File: src/rtl/pwm_pkg.sv
// Shared types, default widths and the duty clamping helper for the PWM ramp controller.
package pwm_pkg;

    localparam int PWM_WIDTH   = 8;
    localparam int PWM_PRESC_W = 16;

    typedef enum logic [1:0] {
        IDLE,
        RAMP,
        DONE
    } ramp_state_e;

    // Moves cur toward tgt by step, landing exactly on tgt instead of overshooting.
    // Operands are carried in 32 bits so any duty width up to 31 bits has headroom.
    // cur+step is only taken when it stays below tgt, and cur-step only when it stays above tgt,
    // so neither result can wrap.
    function automatic logic [31:0] clamp_step(input logic [31:0] cur,
                                               input logic [31:0] tgt,
                                               input logic [31:0] step);
        logic [31:0] result;
        if (tgt > cur) begin
            result = ((tgt - cur) <= step) ? tgt : (cur + step);
        end else begin
            result = ((cur - tgt) <= step) ? tgt : (cur - step);
        end
        return result;
    endfunction

endpackage

File: src/rtl/pwm_tick_gen.sv
// Step-period prescaler: counts while enabled and pulses tick when the count reaches the loaded period.
module pwm_tick_gen
    import pwm_pkg::*;
#(
    parameter int PRESC_W = PWM_PRESC_W
) (
    input  logic               clk,
    input  logic               reset,
    input  logic               clear,
    input  logic               load,
    input  logic [PRESC_W-1:0] period,
    input  logic               enable,
    output logic               tick
);

    logic [PRESC_W-1:0] count_q;
    logic [PRESC_W-1:0] period_q;

    assign tick = enable && (count_q == period_q);

    // Latch the period on load and run the counter, wrapping to zero on every tick.
    always_ff @(posedge clk) begin
        if (reset) begin
            count_q  <= '0;
            period_q <= '0;
        end else begin
            if (load) begin
                period_q <= period;
            end
            if (clear) begin
                count_q <= '0;
            end else if (enable) begin
                count_q <= tick ? '0 : (count_q + 1'b1);
            end
        end
    end

endmodule

File: src/rtl/pwm_ramp_ctrl.sv
// Ramp controller: accepts a target/step/period command and walks duty_out toward the target.
module pwm_ramp_ctrl
    import pwm_pkg::*;
#(
    parameter int WIDTH   = PWM_WIDTH,
    parameter int PRESC_W = PWM_PRESC_W
) (
    input  logic               clk,
    input  logic               reset,
    input  logic               cmd_valid,
    output logic               cmd_ready,
    input  logic [WIDTH-1:0]   cmd_target,
    input  logic [WIDTH-1:0]   cmd_step,
    input  logic [PRESC_W-1:0] cmd_period,
    input  logic               abort,
    output logic [WIDTH-1:0]   duty_out,
    output logic               pwm_en,
    output logic               busy,
    output logic               done
);

    ramp_state_e      state_q, state_d;
    logic [WIDTH-1:0] duty_q, duty_d;
    logic [WIDTH-1:0] target_q, target_d;
    logic [WIDTH-1:0] step_q, step_d;
    logic             en_q, en_d;
    logic             accept;
    logic             tick;
    logic [WIDTH-1:0] stepped;

    assign cmd_ready = (state_q == IDLE) && !reset;
    assign accept    = cmd_valid && cmd_ready;
    assign busy      = (state_q != IDLE);
    assign done      = (state_q == DONE);
    assign duty_out  = duty_q;
    assign pwm_en    = en_q;
    assign stepped   = WIDTH'(clamp_step(32'(duty_q), 32'(target_q), 32'(step_q)));

    pwm_tick_gen #(
        .PRESC_W (PRESC_W)
    ) u_tick_gen (
        .clk    (clk),
        .reset  (reset),
        .clear  (accept),
        .load   (accept),
        .period (cmd_period),
        .enable (state_q == RAMP),
        .tick   (tick)
    );

    // Register the FSM state and the duty/enable outputs so the generator sees glitch-free values.
    always_ff @(posedge clk) begin
        if (reset) begin
            state_q  <= IDLE;
            duty_q   <= '0;
            target_q <= '0;
            step_q   <= '0;
            en_q     <= 1'b0;
        end else begin
            state_q  <= state_d;
            duty_q   <= duty_d;
            target_q <= target_d;
            step_q   <= step_d;
            en_q     <= en_d;
        end
    end

    // Next-state logic: accept commands in IDLE, step on ticks in RAMP, abort returns to IDLE holding duty.
    always_comb begin
        state_d  = state_q;
        duty_d   = duty_q;
        target_d = target_q;
        step_d   = step_q;
        en_d     = en_q;
        case (state_q)
            IDLE: begin
                if (accept) begin
                    target_d = cmd_target;
                    step_d   = (cmd_step == '0) ? WIDTH'(1) : cmd_step;
                    en_d     = 1'b1;
                    state_d  = (cmd_target == duty_q) ? DONE : RAMP;
                end
            end
            RAMP: begin
                if (abort) begin
                    state_d = IDLE;
                end else if (tick) begin
                    duty_d = stepped;
                    if (stepped == target_q) begin
                        state_d = DONE;
                    end
                end
            end
            DONE: begin
                state_d = IDLE;
                en_d    = (target_q != '0);
            end
            default: begin
                state_d = IDLE;
            end
        endcase
    end

endmodule

File: config.mk
export PLATFORM = sky130hd
export DESIGN_NAME = pwm_ramp_ctrl
export DESIGN_NICKNAME = d
export VERILOG_FILES = /design/src/rtl/pwm_pkg.sv /design/src/rtl/pwm_tick_gen.sv /design/src/rtl/pwm_ramp_ctrl.sv
export SDC_FILE = /design/constraint.sdc
export NUM_CORES = 1
export LEC_CHECK = 0
export ABC_AREA = 1
export BUFFER_PORTS_ARGS = -buffer_cell sky130_fd_sc_hd__buf_2
export CAP_MARGIN = 30
export CELL_PAD_IN_SITES_DETAIL_PLACEMENT = 0
export CELL_PAD_IN_SITES_GLOBAL_PLACEMENT = 2
export CORE_ASPECT_RATIO = 1.5
export CORE_MARGIN = 8
export CORE_UTILIZATION = 36
export CTS_CLUSTER_SIZE = 25
export DETAILED_ROUTE_END_ITERATION = 12
export GPL_TIMING_DRIVEN = 0
export PLACE_DENSITY_LB_ADDON = 0.1
export SLEW_MARGIN = 30
export SYNTH_ARGS = -nofsm -noshare
export SYNTH_HDL_FRONTEND = slang
export SYNTH_SLANG_ARGS = --single-unit
File: constraint.sdc
create_clock -name clk -period 11 [get_ports clk]
set_input_delay 1.65 -clock clk [delete_from_list [all_inputs] [get_ports clk]]
set_output_delay 1.65 -clock clk [all_outputs]
set_load 0.05 [all_outputs]
==> results of run 1 <==
-- cells in the mapped netlist (4+ instances only) --
cell type / n
o21ai_0: 27
ha_1: 46
nand3_1: 79
nor3b_1: 4
nand2_2: 5
nor3_1: 6
buf_2: 5
nor4_1: 5
o22ai_1: 12
fa_1: 4
xnor2_1: 7
nor2_1: 39
nand2_1: 199
nand4_1: 19
inv_1: 118
buf_4: 7
a21oi_1: 34
clkbuf_1: 8
xor2_1: 20
inv_2: 4
dfxtp_1: 59
-- report_power, final --
part / switching [mW] / leakage (nW) / internal [mW]
sequential: 0.0119 / 0.482 / 0.227
combinational: 0.253 / 2.22 / 0.132
clock: 0.113 / 0.156 / 0.200
total: 0.378 / 2.86 / 0.559
-- layout by cell type (no fill, tap or decap), drive strengths merged, types with 17 or more instances in the layout --
cell,Yosys,layout
nand3,81,81
xor2,20,20
ha,46,46
dfxtp,59,59
inv,122,124
buf,15,61
clkbuf,8,17
a21oi,36,36
nand2,207,207
nand4,19,19
o21ai,30,30
nor2,40,40
-- worst paths after layout --
kind                            slack, ps                    from                      to
worst min register to register        490  u_tick_gen.period_q[9]  u_tick_gen.period_q[9]
worst max-delay path                 6430             duty_out[1]              state_q[0]
worst min-delay path                  490  u_tick_gen.period_q[9]  u_tick_gen.period_q[9]
worst max register to register       6430             duty_out[1]              state_q[0]
-- metrics by stage --
stage | area, sq um | hold slack (ps) | setup slack, ps
2_1_floorplan | 4835 | 462.5 | 6764
3_3_place_gp | 5268 | 476.7 | 6433
3_5_place_dp | 5268 | 482.5 | 6398
4_1_cts | 5592 | 496.1 | 6405
5_1_grt | 5592 | 517.5 | 5996
6_report | 5592 | 491.5 | 6433
-- flip-flops by register name, indices dropped and copies added (netlist names) --
signal and cells:
pwm_en 1, u_tick_gen.period_q 16, u_tick_gen.count_q 16, duty_out 8, target_q 8, step_q 8
state_q 2
-- layer usage --
metal  vias to the layer above  part of all wire
li1                       2515                 -
met1                      2251              0.38
met2                       100              0.54
met3                        34             0.034
met4                         0             0.040
met5                         -                 0
-- worst max-delay path, delay by kind of cell, from the launching register on --
| kind | cells | cell delay, ps |
|---|---|---|
| flops | 1 | 780 |
| xor+xnor | 1 | 170 |
| simple gates | 17 | 1670 |
| compound gates | 5 | 950 |
| buf+inv | 2 | 250 |
| fa+ha+maj | 2 | 650 |
-- logic make-up after synthesis --
family / count (synthesis) / share of synthesized area
and+or+nand+nor: 368 / 0.3390
buffers and inverters: 145 / 0.1224
AOI/OAI and AO/OA: 93 / 0.1097
DFF: 59 / 0.2443
adders and majority gates: 50 / 0.1356
xor gates and xnor gates: 27 / 0.04891
-- final cells by class --
type                    count  share of cell area
multi-input cells         538              0.5476
flip-flops and latches     59              0.2112
inverters                 122             0.08190
repair buffers             46             0.04117
clock buffers               9             0.04028
well taps                 162             0.03625
plain buffers              23             0.02394
clock inverters             7             0.01768
==> reports/results.ini, run 1 <==
[sta]
tightest_slew_ps = 722.4
hold_viol = 0
slew_viol_final = 0
post-route-min-period_ps = 4567
setup_violations = 0
fmax_mhz = 219.0
clock_skew_ps = 5.731
period_share = 0.4152
fin_tns_setup_ps = 0
rsz0062_at_grt = false
relSlewSlack = 0.5177

[routing]
viasPerCell = 5.072
postRouteAntennaNets = 0
first_pass_iters = 4
totalWireLength_microns = 16620
wl_per_cell_microns = 17.20
drt-initial-drc-count = 222
vias = 4900
route.detailed.drc = 0

[final_layout]
area_delta_synth_final_pct = 15.66
postLayoutCoreUtil = 0.4192
drive_gt1_frac = 0.1194
regArea_sq_um = 1181
fillers = 1459
antenna_cells = 0
multi_input_area_sq_um = 3062
stdcell_count = 966
nNetsFinal = 885

[die]
coreArea_sq_um = 13340
fp.dieArea_sq_um = 17470
die_h_microns = 157.9
chipWidth_microns = 110.6
ios = 48
initial_utilization = 0.3625
fp-row-count = 52

[power]
totalPowerFinal_uw = 937.0
peakVddDrop_mv = 0.08355
leakagePower_nw = 2.857
power_density_nw_per_um2 = 167.6

[placed_design]
placedCellCount = 950
place_hpwl_microns = 13780
place.gp.congestion = 0.8765
numPortBuffers = 46

[synthesis]
seq_area_frac_synth = 0.2443
synth_top_area_frac = 0.2443
syn-cell-area_sq_um = 4835
ys_top_cells_by_area = dfxtp_1 24%, nand2_1 15%, ha_1 12%
syn_area_per_cell_sq_um = 6.516
ys_seq_elements = 59
synth_top_flop_cell = dfxtp_1
ys_async_sr_fraction = 0
yosysWarnings = 0
netlist_instances = 742
synth_top_cell_by_area = dfxtp_1
synth.distinct_cells = 41
syn_nets = 828
synth_edf_count = 0

[setup_path]
cp_common_cell = nand2_1
worstSetupPathType = reg2reg
worstSetupEndpointType = flip-flop
cpPeakStageDelay_ps = 780
cp.required_ps = 11240
crit_fanout = 10
slowest_stage = dfxtp_1
r2r.worst_path.cells = 27
start_kind = flip-flop
crit_arrival_ps = 4800

[job]
cap_violations = 0

[global_route]
grt_first_pass_wirelength_microns = 26060
gr-total-overflow = 0
use_met3 = 0.03299
busiest_layer = met2
grt_max_degree = 13
use_met1 = 0.1866
grt_pass1_vias = 4943
grt_antenna_before_repair = 0
grtUsageMet2 = 0.3744
grtUsageTotal = 0.1911

[clock_network]
cts_tree = done
clock-sinks = 59
cts_resized = 0
clk_path_buf_depth = 2
post_cts_buffers = 0
clock-root-buffer = clkbuf_16
holdBufCountCts = 0
htree_levels = 3
clk_latency_ps = 330
numCtsBuffers = 9
clk_pin_slew_ps = 60

[status]
status = finished clean

[min_path]
hold_depth = 2
min_path_type = reg2reg

Power figures use the tool's default switching activity.
==> run 2, diff against run 1 <==
- CORE_UTILIZATION: 36 -> 33
- clock period: 11 -> 4.4 ns (I/O delays scaled with it)
==> run 2 against run 1 <==
Effect of this change: clock power increased to 2.7 times the previous value; register-to-register slack worse by 6100 ps; routed wire length is 2.9% higher; clock skew is essentially flat; sequential share of layout area decreased by 0.21 points.
==> reports/results.ini, run 2 (synthesized netlist as in run 1, its figures left out) <==
[placed_design]
placed_area_sq_um = 5310  ; +0.81%
placedCellCount = 984  ; +3.6%
place.gp.congestion = 0.9169  ; +4.6%
pre_cts_ws_ps = -150.6  ; -6549 ps
numPortBuffers = 46  ; unchanged
place_hpwl_microns = 14160  ; +2.8%

[routing]
wl_per_cell_microns = 17.09  ; -0.64%
route.detailed.drc = 0  ; unchanged
viasPerCell = 4.869  ; -4.0%
drt-initial-drc-count = 271  ; +22%
first_pass_iters = 4  ; unchanged
vias = 4869  ; -0.63%
postRouteAntennaNets = 0  ; unchanged
met3WireLength_microns = 606  ; +5.8%
wl_met1_microns = 6265  ; -1.2%
wl_met2_microns = 9503  ; +5.2%
totalWireLength_microns = 17090  ; +2.9%
top_layer = met4

[setup_path]
cp-endpoint = state_q[0]
crit_start = duty_out[2]
crit_cells = 28  ; +3.7%
critPathTopFamily = simple AND/OR/NAND/NOR gates
slowest_stage = dfxtp_2
critPathBufInv = 3  ; +1
worstSetupEndpointType = flip-flop
cp_common_cell = nand2_1
worstSetupPathType = reg2reg
cp.required_ps = 4640  ; -6600 ps
r2r.worst_path.cells = 28  ; +3.7%
rr_endpoint = state_q[0]
r2r-start = duty_out[2]
crit_arrival_ps = 4260  ; -540 ps
start_kind = flip-flop
ff2ff_setup_slack_ps = 380  ; -6060 ps
crit_fanout = 6  ; -4
cpPeakStageDelay_ps = 410  ; -370 ps

[sta]
hold_viol = 0  ; unchanged
tightest_slew_ps = 692.7  ; -29.72 ps
fmax_mhz = 248.5  ; +13%
clock_skew_ps = 5.291  ; -0.4400 ps
relSlewSlack = 0.5382  ; +0.02047
setup_violations = 0  ; unchanged
period_share = 0.9145  ; +0.4993
fin_ws_ps = 376.0  ; -6057 ps
post-route-min-period_ps = 4024  ; -543.1 ps
slew_viol_final = 0  ; unchanged
rsz0062_at_grt = false

[power]
power_density_nw_per_um2 = 430.3  ; +160%
leakagePower_nw = 2.876  ; +0.66%
peakVddDrop_mv = 0.2040  ; +140%
totalPowerFinal_mw = 2.445  ; +160%

[min_path]
min_path_type = reg2reg

[clock_network]
cts_tree = done
post_cts_buffers = 0  ; unchanged
clk_pin_slew_ps = 60  ; about the same
htree_levels = 3  ; unchanged
clk_latency_ps = 340  ; about the same
numCtsBuffers = 9  ; unchanged
clk_path_buf_depth = 2  ; unchanged
holdBufCountCts = 0  ; unchanged
clock-sinks = 59  ; unchanged
clock-root-buffer = clkbuf_16

[die]
die_h_microns = 164.2  ; +4.0%
initial_utilization = 0.3344  ; -0.02810
coreArea_sq_um = 14460  ; +8.4%
ios = 48  ; unchanged
chipWidth_microns = 114.8  ; +3.8%
fp.dieArea_sq_um = 18860  ; +7.9%
fp-row-count = 54  ; +3.8%

[final_layout]
mostFrequentLayoutCell = nand2_1
drive_gt1_frac = 0.1306  ; +0.01119
largestRegisters = u_tick_gen.count_q x16, u_tick_gen.period_q x16
area_delta_synth_final_pct = 17.55
nNetsFinal = 885  ; unchanged
final_cell_area_sq_um = 5683  ; +1.6%
antenna_cells = 0  ; unchanged
final_cell_mix = 198 x nand2_1, 118 x inv_1, 79 x nand3_1, 55 x dfxtp_1, 51 x buf_2
stdcell_count = 1000  ; +3.5%
postLayoutCoreUtil = 0.3930  ; -0.02619

[status]
status = finished clean

[global_route]
grt_pass1_vias = 5055  ; +2.3%
grt_antenna_before_repair = 0  ; unchanged
grt_first_pass_wirelength_microns = 26480  ; +1.6%
grtUsageTotal = 0.1889  ; -0.002214
gr-total-overflow = 0  ; unchanged
grt_max_degree = 12  ; -1

[job]
cap_violations = 0  ; unchanged

==> run 2: layout make-up <==
class | count | area, sq um
tap | 196 | 245.2
buffer | 23 | 133.9
multi-input combinational | 538 | 3075
fill | 1646 | 8776
clock buffer | 10 | 239.0
sequential | 59 | 1189
inverter | 122 | 457.9
timing repair buffer | 46 | 230.2
clock inverter | 6 | 112.6
==> run 2: worst min-delay path by stage <==
stage                                 start                       to  slack (ps)  cells past startpoint
floorplan           u_tick_gen.period_q[15]  u_tick_gen.period_q[15]         460                      1
global placement     u_tick_gen.period_q[8]   u_tick_gen.period_q[8]         480                      2
detailed placement   u_tick_gen.period_q[0]   u_tick_gen.period_q[0]         480                      2
CTS                 u_tick_gen.period_q[15]  u_tick_gen.period_q[15]         490                      1
global route         u_tick_gen.period_q[9]   u_tick_gen.period_q[9]         510                      2
finish              u_tick_gen.period_q[15]  u_tick_gen.period_q[15]         490                      1
==> run 2: report_power, final <==
part / internal (mW) / total, mW / leakage (nW) / switching (mW)
clock network: 0.570 / 0.851 / 0.173 / 0.282
logic: 0.335 / 0.998 / 2.22 / 0.663
registers: 0.568 / 0.596 / 0.485 / 0.0278
==> run 2: repair_timing <==
item,in CTS,in global routing
gates cloned,0,0
resized for setup,1,10
endpoints found under the setup margin,2,2
pin swaps,0,0
==> run 2: per-stage QoR <==
step	hold WS, ps	setup TNS (ps)
detailed placement	480.0	-251.4
global placement	476.7	-247.0
floorplan	462.5	0
CTS	491.6	0
finish	488.3	0
global route	513.4	0
==> run 2: layer usage <==
layer	track usage	vias up
met4	0.09178	0
li1	-	2507
met2	0.3810	92
met5	0	-
met3	0.03018	36
met1	0.1770	2234
